File: config.mk
export PLATFORM = sky130hd
export DESIGN_NAME = pit_rw_sequencer
export DESIGN_NICKNAME = d
export VERILOG_FILES = /design/src/rtl/pit_rw_sequencer.sv
export SDC_FILE = /design/constraint.sdc
export NUM_CORES = 1
export LEC_CHECK = 0
export ABC_AREA = 1
export BUFFER_PORTS_ARGS = -buffer_cell sky130_fd_sc_hd__buf_2
export CAP_MARGIN = 20
export CORE_MARGIN = 2
export CORE_UTILIZATION = 62
export DETAILED_ROUTE_END_ITERATION = 7
export PLACE_DENSITY = 0.94
export SLEW_MARGIN = 20
export SYNTH_ARGS = -nofsm -noshare
export SYNTH_HDL_FRONTEND = slang
export SYNTH_SLANG_ARGS = --single-unit
File: constraint.sdc
create_clock -name clk -period 6.7 [get_ports clk]
set_input_delay 1.34 -clock clk [delete_from_list [all_inputs] [get_ports clk]]
set_output_delay 1.34 -clock clk [all_outputs]
set_load 0.01 [all_outputs]
File: src/rtl/pit_rw_sequencer.sv
// Bus-side byte sequencer for a three-counter interval timer: decodes control words,
// assembles 16-bit loads from byte writes, and serializes live or latched counts on reads.
module pit_rw_sequencer (
    input  logic        clk,
    input  logic        rst,
    input  logic        cs,
    input  logic        rd,
    input  logic        wr,
    input  logic [1:0]  a,
    input  logic [7:0]  din,
    input  logic [47:0] cnt_val,
    output logic [7:0]  dout,
    output logic        dout_valid,
    output logic [15:0] load_val,
    output logic [2:0]  load_stb,
    output logic [2:0]  cw_stb,
    output logic [2:0]  cw_mode,
    output logic        cw_bcd
);

    logic [1:0]  rw_mode   [3];
    logic [15:0] latch_reg [3];
    logic [7:0]  hold_reg  [3];
    logic [15:0] cnt_arr   [3];
    logic [2:0]  wr_ptr;
    logic [2:0]  rd_ptr;
    logic [2:0]  latched;

    logic        bus_wr;
    logic        bus_rd;
    logic        ctr_sel;
    logic [1:0]  sc;
    logic [1:0]  rw_f;
    logic [15:0] rd_src;
    logic [7:0]  rd_byte;
    logic        rd_last;

    // A simultaneous rd+wr is treated purely as a write.
    always_comb begin
        bus_wr  = cs & wr;
        bus_rd  = cs & rd & ~wr;
        ctr_sel = (a != 2'd3);
        sc      = din[7:6];
        rw_f    = din[5:4];
        for (int n = 0; n < 3; n++) begin
            cnt_arr[n] = cnt_val[16*n +: 16];
        end
    end

    // Byte selected for a counter read, and whether it ends the read sequence.
    always_comb begin
        rd_src  = '0;
        rd_byte = '0;
        rd_last = 1'b0;
        if (ctr_sel) begin
            rd_src = latched[a] ? latch_reg[a] : cnt_arr[a];
            case (rw_mode[a])
                2'b01: begin
                    rd_byte = rd_src[7:0];
                    rd_last = 1'b1;
                end
                2'b10: begin
                    rd_byte = rd_src[15:8];
                    rd_last = 1'b1;
                end
                2'b11: begin
                    rd_byte = rd_ptr[a] ? rd_src[15:8] : rd_src[7:0];
                    rd_last = rd_ptr[a];
                end
                default: begin
                    rd_byte = 8'h00;
                    rd_last = 1'b0;
                end
            endcase
        end
    end

    always_ff @(posedge clk or posedge rst) begin
        if (rst) begin
            for (int n = 0; n < 3; n++) begin
                rw_mode[n]   <= 2'b00;
                latch_reg[n] <= '0;
                hold_reg[n]  <= '0;
            end
            wr_ptr     <= '0;
            rd_ptr     <= '0;
            latched    <= '0;
            dout       <= '0;
            dout_valid <= 1'b0;
            load_val   <= '0;
            load_stb   <= '0;
            cw_stb     <= '0;
            cw_mode    <= '0;
            cw_bcd     <= 1'b0;
        end else begin
            dout_valid <= 1'b0;
            load_stb   <= '0;
            cw_stb     <= '0;
            if (bus_wr) begin
                if (!ctr_sel) begin
                    // SC=11 is the read-back command, which this block does not support.
                    if (sc != 2'd3) begin
                        if (rw_f != 2'b00) begin
                            rw_mode[sc]  <= rw_f;
                            wr_ptr[sc]   <= 1'b0;
                            rd_ptr[sc]   <= 1'b0;
                            latched[sc]  <= 1'b0;
                            hold_reg[sc] <= '0;
                            cw_stb       <= 3'b001 << sc;
                            cw_mode      <= din[3:1];
                            cw_bcd       <= din[0];
                        end else if (!latched[sc]) begin
                            latch_reg[sc] <= cnt_arr[sc];
                            latched[sc]   <= 1'b1;
                        end
                    end
                end else begin
                    case (rw_mode[a])
                        2'b01: begin
                            load_val <= {8'h00, din};
                            load_stb <= 3'b001 << a;
                        end
                        2'b10: begin
                            load_val <= {din, 8'h00};
                            load_stb <= 3'b001 << a;
                        end
                        2'b11: begin
                            if (!wr_ptr[a]) begin
                                hold_reg[a] <= din;
                                wr_ptr[a]   <= 1'b1;
                            end else begin
                                load_val  <= {din, hold_reg[a]};
                                load_stb  <= 3'b001 << a;
                                wr_ptr[a] <= 1'b0;
                            end
                        end
                        default: begin
                        end
                    endcase
                end
            end else if (bus_rd) begin
                dout_valid <= 1'b1;
                dout       <= rd_byte;
                if (ctr_sel) begin
                    if (rw_mode[a] == 2'b11) begin
                        rd_ptr[a] <= ~rd_ptr[a];
                    end
                    if (latched[a] && rd_last) begin
                        latched[a] <= 1'b0;
                    end
                end
            end
        end
    end

endmodule

==> results by group <==
Logic synthesis
  • Yosys reg bits: 122
  • Register area share after synthesis: 0.461
  • Mapped Area: 6620 um2
  • Fraction of synthesized area in multiplexers: 0
  • Synth cell count leaders: nand2_1 (313), dfrtp_1 (122), o21ai_0 (118)
  • Mean Syn Cell Area: 7.61 um2
  • Synth async-reset ratio: 1.00
  • Compound-Gate Fraction of Synth Area: 0.194
  • Biggest area consumer among synthesized cells: dfrtp_1
  • Synth Flop Type: dfrtp_1
  • Yosys cell types: 36
  • Post-Synth Adder-Cell Area: 0.0151
  • Post-synth EDFFs: 0
  • Largest family of logic cells by synthesized area: simple AND/OR/NAND/NOR gates
  • Synth Warn #: 0
  • Post-Synthesis Cells: 870
  • Top cells by area, synth: dfrtp_1 (46%), nand2_1 (18%), o21ai_0 (8.9%)
  • Post-synthesis xor/xnor area fraction: 0
  • Most common cell in the netlist: nand2_1
  • Post-synthesis simple-gate area fraction: 0.246
  • Synth top area share: 0.461
  • Syn nets: 941

Finish
  • Fillcell total: 746
  • Largest register FFs: 48
  • Utilization after layout: 0.741
  • Layout cell share with drive strength beyond 1: 0.178
  • Design area: approximately 7700 um2
  • P&R area growth vs syn: 16.0%
  • # diodes: 0
  • Total Nets Final: between 1k and 1.5k

Clocking
  • Clock tree root driver cell: clkbuf_8
  • Worst-Skew Late Latency: 0.55 ns
  • # hold bufs at CTS: 0
  • Reg clk slew, reported paths: around 0.06 ns
  • CTS tree: yes
  • Resized Gates After CTS: 0
  • CTS H-Tree Depth: 4
  • Total CTS buffers: 17
  • CTS max path bufs: 2
  • Post-CTS setup buffers: 0
  • Clk sink count: ~120

Place
  • DP Area: 7050 um2
  • Gpl congestion: 0.949
  • Port Buffers: 97
  • Post-DP HPWL: 11,500 um
  • Pre-CTS setup slack: ~1.7 ns

GRT
  • Global route overflow: 0
  • Initial antenna violation count: 0
  • Met2 usage in global routing: 0.538
  • GRT Total Usage: 0.331
  • GRT met1 Usage: 0.414
  • Largest net degree at the start of global routing: 85
  • Gr busiest metal: met2
  • Met3 Use GR: 0.0908
  • First-pass GRT wire length: 29,700 um
  • Vias in the first global route: 6,213

Outcome
  • Outcome: finished clean

STA
  • Final Hold Fails: 0
  • Setup-failing EPs final: 0
  • FMAX: 237 MHz
  • Clk_skew: 0.00764 ns
  • Setup ws final: 2.48 ns
  • Final Max Slew Viols: 0
  • Post-layout minimum cycle time: 4.22 ns
  • RSZ-0062 raised after global routing: false
  • Setup TNS Final: 0 ns
  • Worst-margin pin slew: about 0.83 ns
  • Max-slew headroom: 0.447
  • Final worst-path cycle share: 0.629
  • Hold_ws: between 0.4 and 0.5 ns

Setup path
  • WP data required: 7.09 ns
  • Crit-path most repeated cell: inv_1
  • CP top delay family: buffers and inverters
  • Arrival @ worst endpoint: 4.60 ns
  • Worst path buffer plus inverter count: 4
  • CP max stage delay: between 0.6 and 0.7 ns
  • Type of origin of the critical path: input port
  • CP max FO: 45
  • CP Class: in -> reg
  • Critical-path cell list: buf_2 -> inv_2 -> nor2_8 -> a32oi_1 -> inv_1 -> ha_1 -> inv_1 -> o21ai_4 -> o21ai_0
  • CP max-delay cell: o21ai_4
  • CP Capture Type: flip-flop
  • Reg2Reg Setup Slack: between 3 and 4 ns

Detailed routing
  • Via count: 6,546
  • Iter 0 DRT Violations: 735
  • Vias per inst: 5.96
  • DRT antenna net count: 0
  • First-pass DRT Iterations: 7
  • # DRC: 0
  • Avg WL per Cell: roughly 17 um
  • Drt total wl: between 15,000 and 20,000 um

Floorplan
  • Die area: 11,500 um2
  • Ports: 98
  • Row cnt: 37
  • Die Y: 107 um
  • Core area: just over 10,000 um2
  • Die X: 107 um
  • Initial Utilization: 0.639

Worst hold path
  • HP Class: reg -> reg

Power and ir drop
  • Power per cell area: 290 nW/um2
  • Maximum VDD drop: 0.000217 V
  • Leak: 3.87 nW

Run
  • Number of max-cap violations: 0
## worst reg2reg max path, delay by kind of cell (launching register included)
kind | cells | cell delay (ns)
AO/OA/AOI/OAI | 3 | 0.59
adder cells (fa/ha/maj) | 1 | 0.36
AND/OR/NAND/NOR | 2 | 0.78
flip-flops | 1 | 0.36
buffers and inverters | 3 | 0.53
## layout make-up
cell class / instances / area [um2] / area share
flip-flops and latches: 122 / 3050 / 0.397
multi-input cells: 629 / 3020 / 0.393
repair buffers: 101 / 519 / 0.0676
clock buffers: 19 / 432 / 0.0562
inverters: 78 / 298 / 0.0387
clock inverters: 13 / 193 / 0.0251
well taps: 136 / 170 / 0.0221
## layout by cell type (no fill, tap or decap), drive strengths merged, types with 4 or more instances in the layout
| master | count |
|---|---|
| dfrtp | 122 |
| clkinvlp | 5 |
| o31ai | 8 |
| o21ai | 187 |
| nor3 | 4 |
| nand2 | 323 |
| nor2 | 47 |
| inv | 80 |
| buf | 101 |
| ha | 8 |
| a221oi | 16 |
| a22oi | 8 |
| bufinv | 4 |
| nand3 | 15 |
| clkbuf | 19 |
| nand4 | 6 |
## worst paths after layout
check                                          startpoint                        end  cells past startpoint
worst max-delay path                                 a[1]    load_val[2]$_DFFE_PP0P_                      9
worst min-delay path            latch_reg[36]$_DFFE_PP0P_  latch_reg[36]$_DFFE_PP0P_                      2
worst max register to register     rw_mode[2]$_DFFE_PP0P_    load_val[1]$_DFFE_PP0P_                      9
worst min register to register  latch_reg[36]$_DFFE_PP0P_  latch_reg[36]$_DFFE_PP0P_                      2
max in group asynchronous                             rst   hold_reg[19]$_DFFE_PP0P_                      3
min in group asynchronous                             rst      rd_ptr[1]$_DFFE_PP0P_                      2
## metrics by stage
stage / power [mW] / instances
2_1_floorplan: 1.12 / 870
3_3_place_gp: 1.23 / 1065
3_5_place_dp: 1.25 / 1066
4_1_cts: 2.21 / 1098
5_1_grt: 2.31 / 1098
6_report: 2.23 / 1098
## kinds of logic (layout without fill, tap and decap cells)
kind of cell / count (synthesis) / count (layout)
flops: 122 / 122
buf+inv: 119 / 211
fa+ha+maj: 8 / 8
compound gates: 226 / 226
simple gates: 395 / 395
## power by group
part / total, mW / switching (mW) / leakage, nW / internal (mW)
sequential: 0.881 / 0.0529 / 1.64 / 0.829
clock: 0.967 / 0.350 / 0.287 / 0.617
combinational: 0.381 / 0.252 / 1.95 / 0.129
total: 2.23 / 0.655 / 3.87 / 1.57
## layer usage
| layer | wire length [um] | vias to the layer above |
|---|---|---|
| met5 | 0 | - |
| met4 | 739 | 0 |
| met3 | 2100 | 92 |
| met2 | 8580 | 462 |
| met1 | 6960 | 2999 |
| li1 | - | 2993 |
(Power assumes the default switching activity.)
